### config.mk
export PLATFORM = sky130hd
export DESIGN_NAME = bit_stream_packer
export DESIGN_NICKNAME = d
export VERILOG_FILES = /design/src/rtl/bit_stream_packer.sv
export SDC_FILE = /design/constraint.sdc
export NUM_CORES = 1
export LEC_CHECK = 0
export CORE_MARGIN = 2
export CORE_UTILIZATION = 27
export DETAILED_ROUTE_END_ITERATION = 6
export GPL_TIMING_DRIVEN = 0
export HOLD_SLACK_MARGIN = 0.1
export PLACE_DENSITY = 0.55
export SYNTH_ARGS = -nofsm -noshare
export SYNTH_HDL_FRONTEND = slang
export SYNTH_SLANG_ARGS = --single-unit
### constraint.sdc
create_clock -name clk_i -period 3.5 [get_ports clk_i]
set_clock_uncertainty 0.05 [all_clocks]
set_input_delay 0.525 -clock clk_i [delete_from_list [all_inputs] [get_ports clk_i]]
set_output_delay 0.525 -clock clk_i [all_outputs]
set_load 0.1 [all_outputs]
### src/rtl/bit_stream_packer.sv
// Packs a variable-width, LSB-first chunk stream into WIDTH-bit words and emits
// each full word, or the zero-padded tail of a packet, as a one-cycle pulse.
module bit_stream_packer #(
   parameter int WIDTH = 128,
   parameter int IN_W  = 16
) (
   input  logic                 clk_i,
   input  logic                 srst_i,
   input  logic [IN_W-1:0]      data_i,
   input  logic [$clog2(IN_W):0] data_mod_i,
   input  logic                 data_last_i,
   input  logic                 data_val_i,
   output logic                 ready_o,
   output logic [WIDTH-1:0]     data_o,
   output logic                 data_val_o,
   output logic                 data_last_o
);

   localparam int MOD_W  = $clog2(IN_W) + 1;
   localparam int FILL_W = (WIDTH > 1) ? $clog2(WIDTH) : 1;
   localparam int TOT_W  = $clog2(2 * WIDTH) + 1;

   typedef enum logic {
      ACC   = 1'b0,
      FLUSH = 1'b1
   } state_t;

   state_t              state_q;
   logic [WIDTH-1:0]    buf_q;
   logic [FILL_W-1:0]   fill_q;
   logic [WIDTH-1:0]    data_q;
   logic                data_val_q;
   logic                data_last_q;

   logic [MOD_W-1:0]    n;
   logic [IN_W-1:0]     mask;
   logic [IN_W-1:0]     masked;
   logic [2*WIDTH-1:0]  merged;
   logic [TOT_W-1:0]    total;
   logic                accept;

   assign ready_o     = (state_q == ACC);
   assign accept      = data_val_i && ready_o;
   assign data_o      = data_q;
   assign data_val_o  = data_val_q;
   assign data_last_o = data_last_q;

   // NOTE: blocking assignments in combinational logic, and every output gets a
   // value on every path so no latch is inferred.
   always_comb begin
      n      = (data_mod_i > MOD_W'(IN_W)) ? MOD_W'(IN_W) : data_mod_i;
      mask   = ~({IN_W{1'b1}} << n);
      masked = data_i & mask;
      // buf_q is always zero above fill_q, so the OR never collides with live bits
      merged = {{WIDTH{1'b0}}, buf_q} | ({{(2*WIDTH-IN_W){1'b0}}, masked} << fill_q);
      total  = TOT_W'(fill_q) + TOT_W'(n);
   end

   // NOTE: sequential state uses non-blocking assignments only.
   always_ff @(posedge clk_i) begin
      if (srst_i) begin
         state_q     <= ACC;
         buf_q       <= '0;
         fill_q      <= '0;
         data_q      <= '0;
         data_val_q  <= 1'b0;
         data_last_q <= 1'b0;
      end else begin
         data_val_q <= 1'b0;
         case (state_q)
            ACC: begin
               if (accept) begin
                  if (!data_last_i) begin
                     if (total >= TOT_W'(WIDTH)) begin
                        data_q      <= merged[WIDTH-1:0];
                        data_val_q  <= 1'b1;
                        data_last_q <= 1'b0;
                        buf_q       <= merged[2*WIDTH-1:WIDTH];
                        fill_q      <= FILL_W'(total - TOT_W'(WIDTH));
                     end else begin
                        buf_q  <= merged[WIDTH-1:0];
                        fill_q <= FILL_W'(total);
                     end
                  end else if (total > TOT_W'(WIDTH)) begin
                     // Packet end straddles a word boundary: tail goes out next cycle
                     data_q      <= merged[WIDTH-1:0];
                     data_val_q  <= 1'b1;
                     data_last_q <= 1'b0;
                     buf_q       <= merged[2*WIDTH-1:WIDTH];
                     fill_q      <= FILL_W'(total - TOT_W'(WIDTH));
                     state_q     <= FLUSH;
                  end else if (total != '0) begin
                     data_q      <= merged[WIDTH-1:0];
                     data_val_q  <= 1'b1;
                     data_last_q <= 1'b1;
                     buf_q       <= '0;
                     fill_q      <= '0;
                  end
               end
            end
            FLUSH: begin
               data_q      <= buf_q;
               data_val_q  <= 1'b1;
               data_last_q <= 1'b1;
               buf_q       <= '0;
               fill_q      <= '0;
               state_q     <= ACC;
            end
            default: state_q <= ACC;
         endcase
      end
   end

endmodule

==> results of run 1 <==
## power by group
group	switching (W)	total [W]	internal, W
clock network	0.00132	0.00316	0.00184
registers	0.0000272	0.00309	0.00307
logic	0.000777	0.00111	0.000330
## cells in the final DEF, fill, tap and decap left out, drive strengths merged, types with 7 or more instances in the layout
master | netlist | final
nand2 | 202 | 202
nor2 | 113 | 113
nor3 | 20 | 20
a21oi | 152 | 152
dfxtp | 266 | 266
o221ai | 8 | 8
buf | 58 | 81
o21ai | 173 | 173
o22ai | 15 | 15
a2bb2oi | 8 | 8
a22oi | 17 | 17
mux2i | 16 | 16
or3 | 8 | 8
a31oi | 16 | 16
a221oi | 17 | 17
o211ai | 9 | 9
inv | 22 | 24
nand3 | 18 | 18
o31ai | 7 | 7
o22a | 7 | 7
o21bai | 7 | 7
a22o | 77 | 77
clkbuf | 51 | 88
a211oi | 8 | 8
a21o | 8 | 8
nor4 | 8 | 8
clkdlybuf4s50 | 0 | 150
a32oi | 8 | 8
nand2b | 11 | 11
nor2b | 10 | 10
clkinv | 2 | 14
## sequential cells by signal (all words and copies together), names as in the netlist
| name | count |
|---|---|
| data_val_o | 1 |
| data_last_o | 1 |
| state_q | 1 |
| data_o | 128 |
| fill_q | 7 |
| buf_q | 128 |
## worst min-delay path: cells and delay by family, from the launching register on
kind	cells	cell delay, ns
AOI/OAI and AO/OA	1	0.05
and+or+nand+nor	1	0.05
DFF	1	0.31
## stage by stage
stage,setup WS [ns],cells,hold slack [ns],cell area (um^2),total power (W)
floorplan,0.0167,1441,0.369,12100,0.00378
global placement,-1.47,2185,0.383,14400,0.00414
detailed placement,-1.45,2185,0.394,14400,0.00414
CTS,-0.00963,2257,0.403,15900,0.00734
global route,-0.0782,2260,0.417,16100,0.00759
finish,-0.0772,2260,0.396,16100,0.00736
## final timing paths
kind                               startpoint         end
worst max-delay path            data_mod_i[2]  data_o[26]
worst min-delay path               data_o[87]  data_o[87]
worst max register to register      fill_q[1]    buf_q[7]
worst min register to register     data_o[87]  data_o[87]
## layer usage
layer | part of all wire | routed length [um] | GRT usage | vias up
met2 | 0.44 | 22300 | 0.327 | 543
li1 | - | - | - | 5728
met4 | 0.033 | 1690 | 0.0658 | 0
met3 | 0.075 | 3840 | 0.0362 | 89
met5 | 0 | 0 | 0 | -
met1 | 0.45 | 23200 | 0.295 | 6020
## kinds of logic (layout without fill, tap and decap cells)
logic type,count (synthesis),after routing,share of synthesized area
XOR/XNOR,2,2,0.00144
AO/OA/AOI/OAI,594,594,0.329
AND/OR/NAND/NOR,418,418,0.150
flip-flops,266,266,0.439
multiplexers,25,25,0.0243
adder cells (fa/ha/maj),3,3,0.00309
buffers and inverters,133,360,0.0539
## final cells by class
type                    count  area [um^2]  area share
plain buffers             106          796      0.0493
clock buffers              39          835      0.0517
clock inverters            16          169      0.0105
inverters                  24          103     0.00635
multi-input cells        1042         6450       0.399
flip-flops and latches    266         5330       0.330
well taps                 592          741      0.0459
repair buffers            175         1720       0.107
## what timing repair did
item                       4_1_cts  5_1_grt
setup buffers                   18        4
pin swaps                       15       12
setup endpoints to repair      265      242
gates cloned                     1        0
gates resized for setup         96       58
==> results.cfg, run 1 <==
[status]
run_status = finished with violations
violations = setup timing

[synthesis]
yosysTopAreaCellShare = 0.439
synth_edf_count = 0
synth_async_sr_flop_share = 0
synth_cell_type_count = 91
ys_seq_elements = 266
post-synth-top-count-cell = dfxtp_1
yosysWarnings = 0
netlist_instances = 1441
synth-main-ff-cell = dfxtp_1
synth_top_area_cell = dfxtp_1
synth_area_leaders = dfxtp_1, a21oi_1, nand2_1, a22o_1, o21ai_1
synth-seq-area-share = 0.439
syn_nets = 1469
syn_area_per_cell_um2 = 8.42
synth_area_um2 = 12100
netlist_top_cells_count = dfxtp_1, nand2_1, a21oi_1, o21ai_1, nor2_1

[power]
irDropWorstVdd_v = 0.000331
power_density_nw_per_um2 = 456
leakage_nw = 5.54

[setup_path]
critPathMaxStageDelay_ns = 0.65
path_cells = clkdlybuf4s50_1 > buf_4 > a2111oi_1 > nor3b_1 > a31oi_1 > o22a_1 > a2bb2oi_1 > o22ai_2 > a21oi_1 > o21ai_1
end_kind = register
cp_top_family = compound AO/OA/AOI/OAI gates
arrival_ns = 3.97
crit_fanout = 10
r2r_cells = 18
cp.depth = 10
cp-start-kind = input pin
required_ns = 3.89
critPathSlowestCell = a2111oi_1
r2r_setup_slack_ns = 0.05
cp_num_buf_inv = 2
setup.worst_path.class = input pin to register

[sta]
finalSetupViolations = 10
hold_viol_final = 0
relSlewSlack = 0.138
setup_tns_ns = -0.294
fin_ws_ns = -0.0772
rsz0062_at_grt = true
finalCriticalPeriod_ns = 3.58
timing.final.crit_share = 1.02
clock.fmax_mhz = 280
drv_slew = 0
tightestPinTransition_ns = 1.28

[routing]
vias = 12380
routed_wl_mm = 51.0
ant_nets = 0
wl_per_cell_um = 22.6
first_pass_iters = 6
via_per_inst = 5.48
drt_iter0_drc = 1220
drc = 0

[cts]
clock-root-buffer = clkbuf_16
postCtsHoldBufs = 0
cts-htree-levels = 1
cts_made_buffers = 30
numClockSinks = 266
worstSkewPairLatency_ns = 0.57
clk_pin_slew_ns = 0.06
clockBufferDepth = 3
tritoncts = done

[job]
cap_violations = 0

[cells_and_area]
post-route-util = 0.364
drive_gt1_frac = 0.132
antenna_cells = 0
nets = 1673
fillers = 4587
syn_to_final_growth_pct = 33.0

[placement]
dpl.hpwl_mm = 38.1
gp_congestion = 0.964
port-buffer-count = 152

[floorplanning]
fp.dieW_um = 216
initial_core_util = 0.274
std_cell_rows = 77
num_io_pins = 156
fp.dieH_um = 216
core-area_um2 = 44300
dieArea_um2 = 46700

[grt]
grt_use_total = 0.210
grt_pass1_wl_mm = 75.3
grt_overflow = 0
antenna_found_initial = 0
grt_pass1_vias = 11837
grt_max_degree = 17

[hold_path]
min_path_type = register to register
min_path_cells = 2
Power figures use the tool's default switching activity.
==> run 2: changes to the inputs <==
Settings changed: SLEW_MARGIN set to 20.
==> results.cfg, run 2 (synthesis results as in run 1) <==
[status]
run_status = finished with violations
violations = setup timing

[cts]
worstSkewPairLatency_ns = 0.57
tritoncts = done
cts-htree-levels = 1
numClockSinks = 266
postCtsHoldBufs = 0
cts_made_buffers = 28
clk_pin_slew_ns = 0.06
clock-root-buffer = clkbuf_16
clockBufferDepth = 3

[routing]
met1_length_mm = 23.2
drc = 0
ant_nets = 0
routed_wl_mm = 50.5
first_pass_iters = 5
vias = 12286
routed-wl-met2_mm = 22.4
via_per_inst = 5.47
wl_per_cell_um = 22.5
met3_length_mm = 3.63
routed.top_layer = met4
drt_iter0_drc = 1140

[power]
irDropWorstVdd_v = 0.000318
p_sw_frac = 0.285
power_density_nw_per_um2 = 456
comb_power_share = 0.148
seq_power_share = 0.428
leakage_nw = 5.41
switchingPower_w = 0.00206
clkPwrFrac = 0.424
p_int_w = 0.00517

[setup_path]
crit_fanout = 10
required_ns = 3.95
path_cells = clkdlybuf4s50_1 > buf_4 > buf_4 > o21ai_0 > nor2_1 > o221ai_1 > a222oi_1 > buf_2 > inv_2 > o22ai_2 > a21oi_1 > o21ai_1
critPathSlowestCell = a222oi_1
arrival_ns = 4.04
cp-start-kind = input pin
setup.worst_path.class = input pin to register
crit_path_frequent_cell = buf_4
end_kind = register
critPathMaxStageDelay_ns = 0.68

[sta]
timing.final.crit_share = 1.03
hold_ws_ns = 0.395
setup_tns_ns = -0.203
hold_viol_final = 0
finalCriticalPeriod_ns = 3.59
rsz0062_at_grt = true
drv_slew = 0
fin_ws_ns = -0.0888
clock.fmax_mhz = 279
finalSetupViolations = 4
tightestPinTransition_ns = 1.04
relSlewSlack = 0.307

[floorplanning]
dieArea_um2 = 46700
fp.dieH_um = 216
std_cell_rows = 77
fp.dieW_um = 216
num_io_pins = 156
initial_core_util = 0.274
core-area_um2 = 44300

[cells_and_area]
fillers = 4696
multi_input_area_um2 = 6380
final_area_um2 = 15900
final_common_cell = dfxtp_1
syn_to_final_growth_pct = 30.6
drive_gt1_frac = 0.123
most-common-layout-cells = dfxtp_1, nand2_1, clkdlybuf4s50_1
antenna_cells = 0
nets = 1660
regArea_um2 = 5330

[placement]
dpl_cell_area_um2 = 14400
dpl.hpwl_mm = 38.1
port-buffer-count = 152
gp_congestion = 0.964

[grt]
grt_use_total = 0.209
grt_pass1_wl_mm = 74.5
grt_overflow = 0
grt_pass1_vias = 11746
grt_max_degree = 19
antenna_found_initial = 0

[hold_path]
min_path_type = register to register

[job]
cap_violations = 0
==> run 2: changes by cell type in the layout (fill, tap and decap cells not counted), moves of 2 or more <==
| cell | delta |
|---|---|
| buf_4 | -8 |
| a211oi_1 | +2 |
| a211oi_2 | -2 |
| clkbuf_16 | -3 |
| mux2i_1 | +2 |
| o21ai_2 | -3 |
| clkbuf_8 | +3 |
| buf_8 | -6 |
| clkbuf_2 | +5 |
| nand2_2 | -2 |
| o21ai_1 | +2 |
| clkbuf_1 | -3 |
==> run 2: power groups by stage <==
stage	registers (W)	logic, W	clock network (W)
2_1_floorplan	0.00330	0.000486	0
3_3_place_gp	0.00316	0.000978	0
3_5_place_dp	0.00316	0.000981	0
4_1_cts	0.00309	0.00101	0.00312
5_1_grt	0.00310	0.00112	0.00324
6_report	0.00309	0.00107	0.00306
==> run 2: metrics by stage <==
step                      utilization  cells  power [W]  setup WS, ns
after global routing            0.358   2246    0.00745       -0.0835
after global placement          0.325   2185    0.00414         -1.47
after CTS                       0.351   2242    0.00722       0.00292
after detailed placement        0.325   2187    0.00414         -1.46
after floorplan                     -   1441    0.00378        0.0167
final                           0.358   2246    0.00723       -0.0888
==> run 2: layer usage <==
| layer | track usage | up-vias |
|---|---|---|
| met4 | 0.0571 | 0 |
| met2 | 0.326 | 513 |
| met3 | 0.0388 | 87 |
| met1 | 0.294 | 5991 |
| li1 | - | 5695 |
| met5 | 0 | - |
==> run 2: final timing paths <==
kind	start	to	slack, ns	cells past startpoint
setup / recovery	data_mod_i[2]	data_o[50]	-0.09	12
hold / removal	data_o[13]	data_o[13]	0.39	2
setup reg to reg	fill_q[1]	data_o[33]	0.08	16
hold reg to reg	data_o[13]	data_o[13]	0.39	2
==> run 2: area by class of cell <==
| cell class | count | share of cell area |
|---|---|---|
| buffer | 106 | 0.0455 |
| clock buffer | 39 | 0.0519 |
| clock inverter | 13 | 0.00900 |
| inverter | 24 | 0.00584 |
| multi-input combinational | 1042 | 0.403 |
| sequential | 266 | 0.336 |
| tap | 592 | 0.0467 |
| timing repair buffer | 164 | 0.102 |
==> run 2: critical path, delay by kind of cell <==
family                 cells  cell delay (ns)
AOI/OAI and AO/OA          6             1.91
buffers and inverters      5             1.38
and+or+nand+nor            1             0.23
==> run 2: repair_timing <==
item	in CTS	in global routing
gates resized for setup	55	71
endpoints found under the setup margin	265	246
setup buffers	5	5
pin swaps	6	4
==> run 3: changes to the inputs <==
Settings changed: SLEW_MARGIN 20 to 10.
==> results.cfg, run 3 (synthesis results as in run 1) <==
[placement]
dpl_cell_area_um2 = 14400
dpl.hpwl_mm = 38.1
gp_congestion = 0.964
place_ws_ns = -1.45
port-buffer-count = 152

[cts]
numClockSinks = 266
clock-root-buffer = clkbuf_16
cts-htree-levels = 1
clockBufferDepth = 3
worstSkewPairLatency_ns = 0.57
cts_made_buffers = 30
clk_pin_slew_ns = 0.06
postCtsHoldBufs = 0
tritoncts = done

[power]
leakage_nw = 5.54
irDropWorstVdd_v = 0.000332
power_density_nw_per_um2 = 456

[grt]
grt_overflow = 0
grt_pass1_vias = 11837
grt_max_degree = 17
grt_pass1_wl_mm = 75.3
grt_use_total = 0.210
antenna_found_initial = 0

[routing]
via_per_inst = 5.44
first_pass_iters = 6
wl_per_cell_um = 22.5
ant_nets = 0
routed_wl_mm = 50.9
drc = 0
vias = 12293
drt_iter0_drc = 1243

[setup_path]
crit_fanout = 10
cp_top_family = compound AO/OA/AOI/OAI gates
cp_num_buf_inv = 2
end_kind = register
path_cells = clkdlybuf4s50_1 > buf_4 > a2111oi_1 > nor3b_1 > a31oi_1 > o22a_1 > a2bb2oi_1 > o22ai_2 > a21oi_1 > o21ai_1
critPathMaxStageDelay_ns = 0.65
setup.worst_path.class = input pin to register
arrival_ns = 3.98
cp-start-kind = input pin
required_ns = 3.91
critPathSlowestCell = a2111oi_1

[sta]
timing.final.crit_share = 1.02
fin_ws_ns = -0.0663
finalCriticalPeriod_ns = 3.57
hold_ws_ns = 0.396
drv_slew = 0
clock.fmax_mhz = 280
hold_viol_final = 0
tightestPinTransition_ns = 1.25
rsz0062_at_grt = true
relSlewSlack = 0.159
finalSetupViolations = 8

[floorplanning]
fp.dieH_um = 216
fp.dieW_um = 216
core-area_um2 = 44300
num_io_pins = 156
initial_core_util = 0.274
std_cell_rows = 77
dieArea_um2 = 46700

[cells_and_area]
syn_to_final_growth_pct = 33.1
multi_input_area_um2 = 6460
final_area_um2 = 16200
antenna_cells = 0
nets = 1673
most-common-layout-cells = dfxtp_1, nand2_1, clkdlybuf4s50_1
regArea_um2 = 5330
final_common_cell = dfxtp_1
drive_gt1_frac = 0.133
fillers = 4586

[hold_path]
min_path_type = register to register

[job]
cap_violations = 0

[status]
run_status = finished with violations
violations = setup timing
-- run 3: changes by cell type in the layout (fill, tap and decap cells not counted), moves of 2 or more --
cell       before  now
buf_8           1    7
nand2_2         0    2
a211oi_1        7    5
mux2i_1        14   12
clkbuf_8        9    6
a211oi_2        1    3
clkbuf_2       10    5
o21ai_1       121  119
buf_4          23   31
o21ai_2         5    8
clkbuf_16      28   31
clkbuf_1       37   40
-- run 3: worst paths after layout --
kind,slack [ns],endpoint,start,cells after the start
setup / recovery,-0.07,data_o[58],data_mod_i[2],10
hold / removal,0.40,data_o[87],data_o[87],2
hold reg to reg,0.40,data_o[87],data_o[87],2
setup reg to reg,0.06,data_o[106],fill_q[1],8
-- run 3: where the power goes --
| group | total [W] | internal, W | switching (W) | leakage, nW |
|---|---|---|---|---|
| logic | 0.00111 | 0.000330 | 0.000777 | 2.89 |
| registers | 0.00309 | 0.00307 | 0.0000272 | 2.15 |
| clock network | 0.00316 | 0.00184 | 0.00132 | 0.504 |
-- run 3: metal layers --
metal,global-route usage,wire length (um),vias to the layer above
li1,-,-,5736
met1,0.295,23100,5916
met2,0.327,22300,549
met3,0.0362,3810,92
met4,0.0658,1710,0
met5,0,0,-
-- run 3: worst min-delay path: cells and delay by family (launching register included) --
family,cells,cell delay (ns)
flip-flops,1,0.31
AO/OA/AOI/OAI,1,0.05
AND/OR/NAND/NOR,1,0.05
-- run 3: what timing repair did --
| item | CTS | global route |
|---|---|---|
| setup endpoints to repair | 265 | 242 |
| buffers inserted | 18 | 4 |
| resized for setup | 96 | 58 |
| gates cloned | 1 | 0 |
| pin swaps | 15 | 12 |
-- run 3: area by class of cell --
| cell class | count | share of cell area |
|---|---|---|
| Multi-Input combinational cell | 1042 | 0.400 |
| Sequential cell | 266 | 0.330 |
| Timing Repair Buffer | 175 | 0.107 |
| Clock buffer | 39 | 0.0517 |
| Buffer | 106 | 0.0493 |
| Tap cell | 592 | 0.0459 |
| Clock inverter | 16 | 0.0105 |
| Inverter | 24 | 0.00635 |
-- run 3: per-stage QoR --
stage	setup TNS, ns	util	power (W)	instances
floorplan	0	-	0.00378	1441
global placement	-315.35	0.325	0.00414	2185
detailed placement	-317.23	0.325	0.00414	2185
CTS	-0.0288	0.358	0.00734	2257
global route	-0.445	0.364	0.00759	2260
finish	-0.231	0.364	0.00736	2260
